[src/rtl/data_island_multi_packet_serializer_if.sv]
// data_island_multi_packet_serializer_if: packet push (valid/ready/header/subpackets), sync and island request in; fifo status, island flags and TERC4 nibbles out
interface data_island_multi_packet_serializer_if #(
  parameter int FIFO_DEPTH = 4,
  parameter int MAX_PACKETS = 18
);
  logic packet_valid;
  logic packet_ready;
  logic [23:0] header;
  logic [55:0] subpacket0, subpacket1, subpacket2, subpacket3;
  logic hsync, vsync;
  logic island_start;
  logic [$clog2(MAX_PACKETS+1)-1:0] pending_packets;
  logic [$clog2(FIFO_DEPTH+1)-1:0] fifo_level;
  logic island_active, packet_first_clock, island_last_clock;
  logic [3:0] terc4_channel0, terc4_channel1, terc4_channel2;
  modport master (
    output packet_valid, header, subpacket0, subpacket1, subpacket2, subpacket3, hsync, vsync, island_start,
    input packet_ready, pending_packets, fifo_level, island_active, packet_first_clock, island_last_clock,
    input terc4_channel0, terc4_channel1, terc4_channel2
  );
  modport slave (
    input packet_valid, header, subpacket0, subpacket1, subpacket2, subpacket3, hsync, vsync, island_start,
    output packet_ready, pending_packets, fifo_level, island_active, packet_first_clock, island_last_clock,
    output terc4_channel0, terc4_channel1, terc4_channel2
  );
endinterface

[src/rtl/data_island_multi_packet_serializer.sv]
// data_island_multi_packet_serializer: FIFO-buffered HDMI data island packets sent as 1..MAX_PACKETS back-to-back 32-clock packets with on-the-fly BCH ECC; ports clk, rst, bus (slave modport)
module data_island_multi_packet_serializer #(
  parameter int FIFO_DEPTH = 4,
  parameter int MAX_PACKETS = 18
) (
  input logic clk,
  input logic rst,
  data_island_multi_packet_serializer_if.slave bus
);
  localparam int AW = $clog2(FIFO_DEPTH);
  localparam int LW = $clog2(FIFO_DEPTH+1);
  localparam int PW = $clog2(MAX_PACKETS+1);
  typedef enum logic {IDLE, SEND} state_t;
  state_t state;
  logic [23:0] hdr_mem [FIFO_DEPTH];
  logic [55:0] sp_mem [FIFO_DEPTH][4];
  logic [AW-1:0] wr_ptr, rd_ptr;
  logic [LW-1:0] level;
  logic [4:0] k, nk;
  logic [PW-1:0] p, n;
  logic [23:0] hsh;
  logic [55:0] ssh [4];
  logic [7:0] hecc, hecc_nx;
  logic [7:0] secc [4];
  logic [7:0] secc_nx [4];
  logic [1:0] sb [4];
  logic [3:0] c1_nx, c2_nx;
  logic [2:0] hi;
  logic [1:0] si;
  logic push, last_clk, go, start_pkt, active_nx, hb;
  function automatic logic [7:0] ecc1(input logic [7:0] e, input logic b);
    return (e >> 1) ^ ((e[0] ^ b) ? 8'h83 : 8'h00);
  endfunction
  assign bus.packet_ready = level < LW'(FIFO_DEPTH);
  assign bus.fifo_level = level;
  assign bus.pending_packets = (32'(level) > MAX_PACKETS) ? PW'(MAX_PACKETS) : PW'(level);
  assign push = bus.packet_valid && bus.packet_ready;
  // Everything below describes the packet clock nk that appears on the outputs after the next edge.
  always_comb begin
    last_clk = state == SEND && k == 5'd31 && p == n - 1'b1;
    go = bus.island_start && bus.pending_packets != '0 && (state == IDLE || last_clk);
    start_pkt = go || (state == SEND && k == 5'd31 && !last_clk);
    active_nx = start_pkt || (state == SEND && k != 5'd31);
    nk = start_pkt ? 5'd0 : k + 5'd1;
    hi = 3'(nk - 5'd24);
    si = 2'(nk - 5'd28);
    hb = start_pkt ? hdr_mem[rd_ptr][0] : hsh[0];
    hecc_nx = nk < 5'd24 ? ecc1(start_pkt ? 8'h00 : hecc, hb) : hecc;
    for (int s = 0; s < 4; s++) begin
      sb[s] = start_pkt ? sp_mem[rd_ptr][s][1:0] : ssh[s][1:0];
      secc_nx[s] = nk < 5'd28 ? ecc1(ecc1(start_pkt ? 8'h00 : secc[s], sb[s][0]), sb[s][1]) : secc[s];
      c1_nx[s] = nk < 5'd28 ? sb[s][0] : secc[s][{si, 1'b0}];
      c2_nx[s] = nk < 5'd28 ? sb[s][1] : secc[s][{si, 1'b1}];
    end
  end
  always_ff @(posedge clk) begin
    if (rst) begin
      wr_ptr <= '0;
      level <= '0;
    end else begin
      if (push) begin
        hdr_mem[wr_ptr] <= bus.header;
        sp_mem[wr_ptr][0] <= bus.subpacket0;
        sp_mem[wr_ptr][1] <= bus.subpacket1;
        sp_mem[wr_ptr][2] <= bus.subpacket2;
        sp_mem[wr_ptr][3] <= bus.subpacket3;
        wr_ptr <= wr_ptr + 1'b1;
      end
      level <= level + LW'(push) - LW'(start_pkt);
    end
  end
  always_ff @(posedge clk) begin
    if (rst) begin
      state <= IDLE;
      k <= '0;
      p <= '0;
      n <= '0;
      rd_ptr <= '0;
      hsh <= '0;
      hecc <= '0;
      for (int s = 0; s < 4; s++) begin
        ssh[s] <= '0;
        secc[s] <= '0;
      end
      bus.island_active <= 1'b0;
      bus.packet_first_clock <= 1'b0;
      bus.island_last_clock <= 1'b0;
      bus.terc4_channel0 <= '0;
      bus.terc4_channel1 <= '0;
      bus.terc4_channel2 <= '0;
    end else begin
      if (go) begin
        state <= SEND;
        n <= bus.pending_packets;
        p <= '0;
      end else if (state == SEND && k == 5'd31) begin
        if (last_clk) state <= IDLE;
        else p <= p + 1'b1;
      end
      k <= active_nx ? nk : 5'd0;
      if (start_pkt) rd_ptr <= rd_ptr + 1'b1;
      hsh <= start_pkt ? hdr_mem[rd_ptr] >> 1 : hsh >> 1;
      hecc <= hecc_nx;
      for (int s = 0; s < 4; s++) begin
        ssh[s] <= start_pkt ? sp_mem[rd_ptr][s] >> 2 : ssh[s] >> 2;
        secc[s] <= secc_nx[s];
      end
      bus.island_active <= active_nx;
      bus.packet_first_clock <= start_pkt;
      bus.island_last_clock <= state == SEND && k == 5'd30 && p == n - 1'b1;
      bus.terc4_channel0 <= {active_nx && nk != 5'd0, active_nx && (nk < 5'd24 ? hb : hecc[hi]), bus.vsync, bus.hsync};
      bus.terc4_channel1 <= active_nx ? c1_nx : 4'd0;
      bus.terc4_channel2 <= active_nx ? c2_nx : 4'd0;
    end
  end
endmodule

[src/flat_wrapper.sv]
// flat-port wrapper written by rule: the top's interface ports become plain ports
module data_island_multi_packet_serializer_flat 
#(
  parameter int FIFO_DEPTH = 4,
  parameter int MAX_PACKETS = 18
)
  (clk, rst, bus_packet_valid, bus_header, bus_subpacket0, bus_subpacket1, bus_subpacket2, bus_subpacket3, bus_hsync, bus_vsync, bus_island_start, bus_packet_ready, bus_pending_packets, bus_fifo_level, bus_island_active, bus_packet_first_clock, bus_island_last_clock, bus_terc4_channel0, bus_terc4_channel1, bus_terc4_channel2);
  data_island_multi_packet_serializer_if #(.FIFO_DEPTH(FIFO_DEPTH), .MAX_PACKETS(MAX_PACKETS)) bus_i ();
  input logic clk;
  input logic rst;
  input wire logic [$bits(bus_i.packet_valid)-1:0] bus_packet_valid;
  input wire logic [$bits(bus_i.header)-1:0] bus_header;
  input wire logic [$bits(bus_i.subpacket0)-1:0] bus_subpacket0;
  input wire logic [$bits(bus_i.subpacket1)-1:0] bus_subpacket1;
  input wire logic [$bits(bus_i.subpacket2)-1:0] bus_subpacket2;
  input wire logic [$bits(bus_i.subpacket3)-1:0] bus_subpacket3;
  input wire logic [$bits(bus_i.hsync)-1:0] bus_hsync;
  input wire logic [$bits(bus_i.vsync)-1:0] bus_vsync;
  input wire logic [$bits(bus_i.island_start)-1:0] bus_island_start;
  output wire logic [$bits(bus_i.packet_ready)-1:0] bus_packet_ready;
  output wire logic [$bits(bus_i.pending_packets)-1:0] bus_pending_packets;
  output wire logic [$bits(bus_i.fifo_level)-1:0] bus_fifo_level;
  output wire logic [$bits(bus_i.island_active)-1:0] bus_island_active;
  output wire logic [$bits(bus_i.packet_first_clock)-1:0] bus_packet_first_clock;
  output wire logic [$bits(bus_i.island_last_clock)-1:0] bus_island_last_clock;
  output wire logic [$bits(bus_i.terc4_channel0)-1:0] bus_terc4_channel0;
  output wire logic [$bits(bus_i.terc4_channel1)-1:0] bus_terc4_channel1;
  output wire logic [$bits(bus_i.terc4_channel2)-1:0] bus_terc4_channel2;
  assign bus_i.packet_valid = bus_packet_valid;
  assign bus_i.header = bus_header;
  assign bus_i.subpacket0 = bus_subpacket0;
  assign bus_i.subpacket1 = bus_subpacket1;
  assign bus_i.subpacket2 = bus_subpacket2;
  assign bus_i.subpacket3 = bus_subpacket3;
  assign bus_i.hsync = bus_hsync;
  assign bus_i.vsync = bus_vsync;
  assign bus_i.island_start = bus_island_start;
  assign bus_packet_ready = bus_i.packet_ready;
  assign bus_pending_packets = bus_i.pending_packets;
  assign bus_fifo_level = bus_i.fifo_level;
  assign bus_island_active = bus_i.island_active;
  assign bus_packet_first_clock = bus_i.packet_first_clock;
  assign bus_island_last_clock = bus_i.island_last_clock;
  assign bus_terc4_channel0 = bus_i.terc4_channel0;
  assign bus_terc4_channel1 = bus_i.terc4_channel1;
  assign bus_terc4_channel2 = bus_i.terc4_channel2;
  data_island_multi_packet_serializer #(.FIFO_DEPTH(FIFO_DEPTH), .MAX_PACKETS(MAX_PACKETS)) u_core (.clk(clk), .rst(rst), .bus(bus_i));
endmodule
[config.mk]
export PLATFORM = sky130hd
export DESIGN_NAME = data_island_multi_packet_serializer_flat
export DESIGN_NICKNAME = d
export VERILOG_FILES = /design/src/rtl/data_island_multi_packet_serializer_if.sv /design/src/rtl/data_island_multi_packet_serializer.sv /design/src/flat_wrapper.sv
export SDC_FILE = /design/constraint.sdc
export NUM_CORES = 1
export LEC_CHECK = 0
export BUFFER_PORTS_ARGS = -buffer_cell sky130_fd_sc_hd__buf_2
export CORE_MARGIN = 5
export CORE_UTILIZATION = 65
export CTS_CLUSTER_DIAMETER = 40
export DETAILED_ROUTE_END_ITERATION = 8
export PLACE_DENSITY = 0.8
export SYNTH_ARGS = -nofsm -noshare
export SYNTH_HDL_FRONTEND = slang
export SYNTH_SLANG_ARGS = --single-unit
[constraint.sdc]
create_clock -name clk -period 23.5 [get_ports clk]
set_input_delay 7.05 -clock clk [delete_from_list [all_inputs] [get_ports clk]]
set_output_delay 7.05 -clock clk [all_outputs]
set_load 0.01 [all_outputs]
# Yosys cells after proc, flatten, opt, wreduce, memory -nomap -nowiden
# Memories as Yosys holds them, arrays and structs flattened. A register that Yosys moved wholly into a read port is not among the register bits.
# Index checks and enable logic that the tools add are counted.
# totals
ff_bits	68
latchBits	0
mem_bits_rw	1240
mem_bits_ro	0
mem_count	4
# classes
add_sub_neg	9
n_mul	0
n_div	0
n_lt_le_gt_ge	6
n_eq_ne	4
shifts	0
mux	77
bitwise	29
reduce_logical	23
# mem_list
memory	depth	word_bits	rd	rd_ports_with_merged_regs	write_ports	line_no	text
u_core.sp_mem	4	224	1	1	1	data_island_multi_packet_serializer.sv:16	logic [55:0] sp_mem [FIFO_DEPTH][4];
u_core.ssh	4	54	4	0	4	data_island_multi_packet_serializer.sv:22	logic [55:0] ssh [4];
u_core.hdr_mem	4	24	1	1	1	data_island_multi_packet_serializer.sv:15	logic [23:0] hdr_mem [FIFO_DEPTH];
u_core.secc	4	8	4	0	4	data_island_multi_packet_serializer.sv:24	logic [7:0] secc [4];
# op_table
op	count
2-to-1 mux 54 bit	8
2-to-1 mux 8 bit	22
bitwise XOR 7 x 8 -> 8 bit	9
2-to-1 mux 1 bit	28
2-to-1 mux 23 bit	1
binary-select mux 1 bit (select 2 bit)	8
2-to-1 mux 2 bit	8
< comparator 3 x 4 -> 1 bit, second input constant	3
logical AND 1 bit	11
adder 5 x 1 -> 5 bit, second input constant	2
equality test 5 bit, second input constant	2
< comparator 5 bit, second input constant	2
nonzero test 5 bit	2
bitwise XOR 1 bit	9
bitwise OR 1 bit	8
equality test 5 bit	1
2-to-1 mux 5 bit	1
!= test 5 bit, second input constant	1
adder 2 x 1 -> 2 bit, second input constant	2
AND reduction 2 bit	2
nonzero test 2 bit	2
OR reduction 2 bit	2
subtractor 3 x 1 -> 4 bit, second input constant	1
adder 3 x 1 -> 3 bit	1
other kinds (8)	12

# Longest topological paths before layout
# depth
depth_word	15
depth_mapped	16

# Worst setup path before layout
# Ideal clock, no wire load.
# synth_path
kind	input-to-reg
from	input port bus_packet_valid
to	memory u_core.hdr_mem[0][0], enable pin
t_arrival_ns	13.224
required_ns	22.859
path_slack_ns	9.635
path_stages	3
path_cell_list	nor2b_1 > nor2b_1 > and2_1
# synth_via
elab_chain_cells	4
# synth_lines
item	line_no	text
from (decl)	flat_wrapper.sv:11	input wire logic [$bits(bus_i.packet_valid)-1:0] bus_packet_valid;
logical AND 1 bit	data_island_multi_packet_serializer.sv:37	assign push = bus.packet_valid && bus.packet_ready;
2-to-1 mux 1 bit	data_island_multi_packet_serializer.sv:61	if (push) begin
2-to-1 mux 1 bit	data_island_multi_packet_serializer.sv:57	if (rst) begin
2-to-1 mux 1 bit (not written as such)	data_island_multi_packet_serializer.sv:62	hdr_mem[wr_ptr] <= bus.header;
to (decl)	data_island_multi_packet_serializer.sv:15	
# Every way passes these cells.

# Worst setup path in the final report
# layout_path
from	input port bus_packet_valid
to	memory u_core.sp_mem[1][134] in the netlist's numbering, enable pin
# layout_via
elab_chain_cells	4
# layout_lines
item	line_no	text
logical AND 1 bit	data_island_multi_packet_serializer.sv:37	
named net u_core.push	data_island_multi_packet_serializer.sv:30	logic push, last_clk, go, start_pkt, active_nx, hb;
2-to-1 mux 1 bit	data_island_multi_packet_serializer.sv:61	
2-to-1 mux 1 bit	data_island_multi_packet_serializer.sv:57	
2-to-1 mux 1 bit (not written as such)	data_island_multi_packet_serializer.sv:64	sp_mem[wr_ptr][1] <= bus.subpacket1;
to (decl)	data_island_multi_packet_serializer.sv:16	
# The timed path passes the listed nets, and every way through them passes these cells.

==> reports/summary.txt <==
Antenna Nets Post-Route -> 0
DR WL/cell -> 24.2 um
most common cell after layout, fill and taps aside -> edfxtp_1
P per Cell Area -> 115 nW/um2
overflow left after global routing -> 0
P&R area growth vs syn -> 14.4%
Top Family by Delay on Critical Path -> buffers and inverters
Num CTS Buffers -> 141
critical path's largest stage delay -> 0.81 ns
core area -> 72800 um2
Post-CTS Setup Bufs -> 0
GRT Resource Usage Total -> 0.256
first-pass GRT wire length -> 154000 um
Final Max Tran Viols -> 0
fmax -> 101 MHz
Fin. Hold Viols -> 0
setup violators final -> 0
CP Buf/Inv Count -> 3
drt total wl -> 100000 um
CP Data Required Time -> 23.82 ns
static leakage -> 18.1 nW
final non-filler cell area -> 54500 um2
Filler Cells Inserted -> 4083
initial antenna violation count -> 54
met1 usage in global routing -> 0.340
flop2flop setup slack -> 18.84 ns
Die Area -> 78800 um2
Worst-Margin Slew -> 1.16 ns
HP Class -> register to register
Post-DP HPWL -> 54200 um
layout net count -> 3307
Max Cap Violations -> 0
pin count of the biggest net entering global routing -> 156
DRT Pass-1 Iters -> 6
reg-to-reg endpoint -> u_core.ssh[1][33]$_SDFF_PP0_
Mapped Area -> 47600 um2
TritonCTS clock tree -> done
row count -> 99
DR vias/cell -> 6.07
Post-DP Area -> 49800 um2
status -> finished clean
critical path's slowest cell -> buf_4
crit path DAT -> 10.20 ns
Slew HR -> 0.224
hold path depth -> 2
RSZ-0062 raised after global routing -> false
Worst R2R Path Depth -> 10
grt met2 use -> 0.429
Yosys warnings -> 0
IO buf count -> 275
layout cell share with drive strength beyond 1 -> 0.247
worst-path cell chain -> buf_2 > nor2b_1 > nor2b_1 > and2_4 > buf_12 > buf_4
CTS resizes -> 0
most frequent cells in the layout -> edfxtp_1 (992), nand2_1 (523), dfxtp_1 (315)
Setup CP Type -> primary input to register
Sink Count -> 1309
Top Ports -> 278
Synth cell types -> 50
GR met3 Demand/Resource -> 0.0559
Synth Instances -> 2760
setup_tns -> 0 ns
initial core utilization -> 0.654
H-Tree Level Count -> 4
minimum clock period after layout -> 9.88 ns
EDFF count, synth -> 992
final clock skew -> 0.0347 ns
critical-path maximum fanout -> 140
peak supply drop -> 0.000103 V
DR vias -> 25200
CTS clock-pin slew for the worst setup and hold paths -> 0.06 ns
DRC Markers -> 0
register area share after synthesis -> 0.759
DIE HEIGHT -> 281 um
vias in the first global route -> 26500
Critical R2R Launch -> u_core.k[0]$_SDFF_PP0_
syn_area_per_cell -> 17.3 um2
CTS root buffer -> clkbuf_16
Skew-Pair Late Insertion Delay -> 0.72 ns
Placer Congestion -> 0.800
post-synthesis async set-or-reset flop share -> 0
Seq cells post-synth -> 1309
Max Root-Sink Buffers -> 3
GRT busiest layer -> met2
Crit. End Element -> register
Hold Buf Count CTS -> 0
Critical Path Start Type -> primary input
ys flop type -> edfxtp_1
die width -> 281 um
Worst Hold End -> u_core.ssh[0][29]$_SDFF_PP0_
most frequent CP cell -> nor2b_1
hold_sp -> u_core.ssh[0][31]$_SDFF_PP0_
Final Cycle Share -> 0.421
initial DRC count -> 2596
==> metrics by stage <==
stage / hold WS (ns) / total power [mW] / instances / utilization / worst slack (ns)
global placement: 0.425 / 4.09 / 3857 / 0.683 / 12.89
CTS: 0.438 / 6.32 / 4115 / 0.747 / 13.58
finish: 0.435 / 6.28 / 4147 / 0.748 / 13.62
floorplan: 0.422 / 3.84 / 2761 / - / 9.63
detailed placement: 0.429 / 4.13 / 3857 / 0.683 / 12.85
global route: 0.457 / 6.56 / 4137 / 0.748 / 13.43
==> logic make-up (layout without fill, tap and decap cells) <==
family,count (synthesis),after routing,share of synthesized area
buffers and inverters,175,570,0.0162
DFF,1309,1309,0.759
other,1,34,0.0000787
muxes,270,270,0.124
AOI/OAI and AO/OA,333,333,0.0376
xor gates and xnor gates,46,46,0.00880
and+or+nand+nor,614,614,0.0515
adders and majority gates,12,12,0.00331
==> cell usage after synthesis (4+ instances only) <==
| cell type | n | area (um2) |
|---|---|---|
| edfxtp_1 | 992 | 29800 |
| nand2_1 | 523 | 1960 |
| dfxtp_1 | 317 | 6350 |
| a21oi_1 | 279 | 1400 |
| mux4_2 | 255 | 5740 |
| clkbuf_1 | 93 | 349 |
| buf_2 | 50 | 250 |
| nor2_1 | 35 | 131 |
| xnor2_1 | 31 | 272 |
| and2_1 | 20 | 125 |
| o21ai_0 | 17 | 85.1 |
| inv_1 | 14 | 52.6 |
| mux2i_1 | 14 | 140 |
| xor2_1 | 14 | 123 |
| buf_4 | 11 | 82.6 |
| ha_1 | 11 | 138 |
| a211oi_1 | 10 | 75.1 |
| o211ai_1 | 10 | 75.1 |
| nand2b_1 | 7 | 43.8 |
| a311oi_1 | 6 | 52.6 |
| nor2b_1 | 6 | 37.5 |
| buf_1 | 5 | 18.8 |
| nor3_1 | 5 | 25.0 |
| nand3_1 | 4 | 20.0 |
==> tightest hold or removal path, delay by kind of cell (launching register included) <==
family,cells,cell delay (ns)
AO/OA/AOI/OAI,1,0.06
flip-flops,1,0.29
AND/OR/NAND/NOR,1,0.05
==> worst max-delay path by stage <==
stage / start / depth (start not counted) / end
final: bus_packet_valid / 6 / u_core.sp_mem[1][134]$_DFFE_PP_
after global routing: bus_packet_valid / 6 / u_core.sp_mem[1][136]$_DFFE_PP_
after floorplan: bus_packet_valid / 3 / u_core.hdr_mem[0][0]$_DFFE_PP_
after CTS: bus_packet_valid / 6 / u_core.sp_mem[1][135]$_DFFE_PP_
after global placement: bus_packet_valid / 6 / u_core.sp_mem[1][208]$_DFFE_PP_
after detailed placement: bus_packet_valid / 6 / u_core.sp_mem[1][208]$_DFFE_PP_
==> power by group <==
part | internal, mW | leakage [nW] | switching [mW]
clock | 1.31 | 2.25 | 0.882
sequential | 2.74 | 11.6 | 0.134
combinational | 0.545 | 4.26 | 0.667
total | 4.59 | 18.1 | 1.68
==> metal layers <==
metal,vias to the layer above,wire length (um)
met3,212,7180
li1,11100,-
met2,1059,51600
met4,30,2730
met1,12800,38500
met5,-,193
==> sequential cells by signal, summed over array words and instances (netlist names), 2 cells and up, named ones only <==
register,cells
u_core.ssh,216
u_core.rd_ptr,2
u_core.bus.terc4_channel0,4
u_core.wr_ptr,2
u_core.bus.terc4_channel1,4
u_core.hsh,23
u_core.p,5
u_core.hdr_mem,96
u_core.secc,32
u_core.sp_mem,896
u_core.bus.fifo_level,3
u_core.bus.terc4_channel2,4
u_core.k,5
u_core.n,3
u_core.hecc,8
==> area by class of cell <==
class                   instances  area [um2]  area share
well taps                     959        1200      0.0220
flip-flops and latches       1309       36100       0.663
multi-input cells            1277       10700       0.197
clock buffers                 187        3850      0.0706
repair buffers                297        1610      0.0296
clock inverters                71         811      0.0149
inverters                      15        63.8     0.00117
diodes                         32        80.1     0.00147
Power figures use the tool's default switching activity.
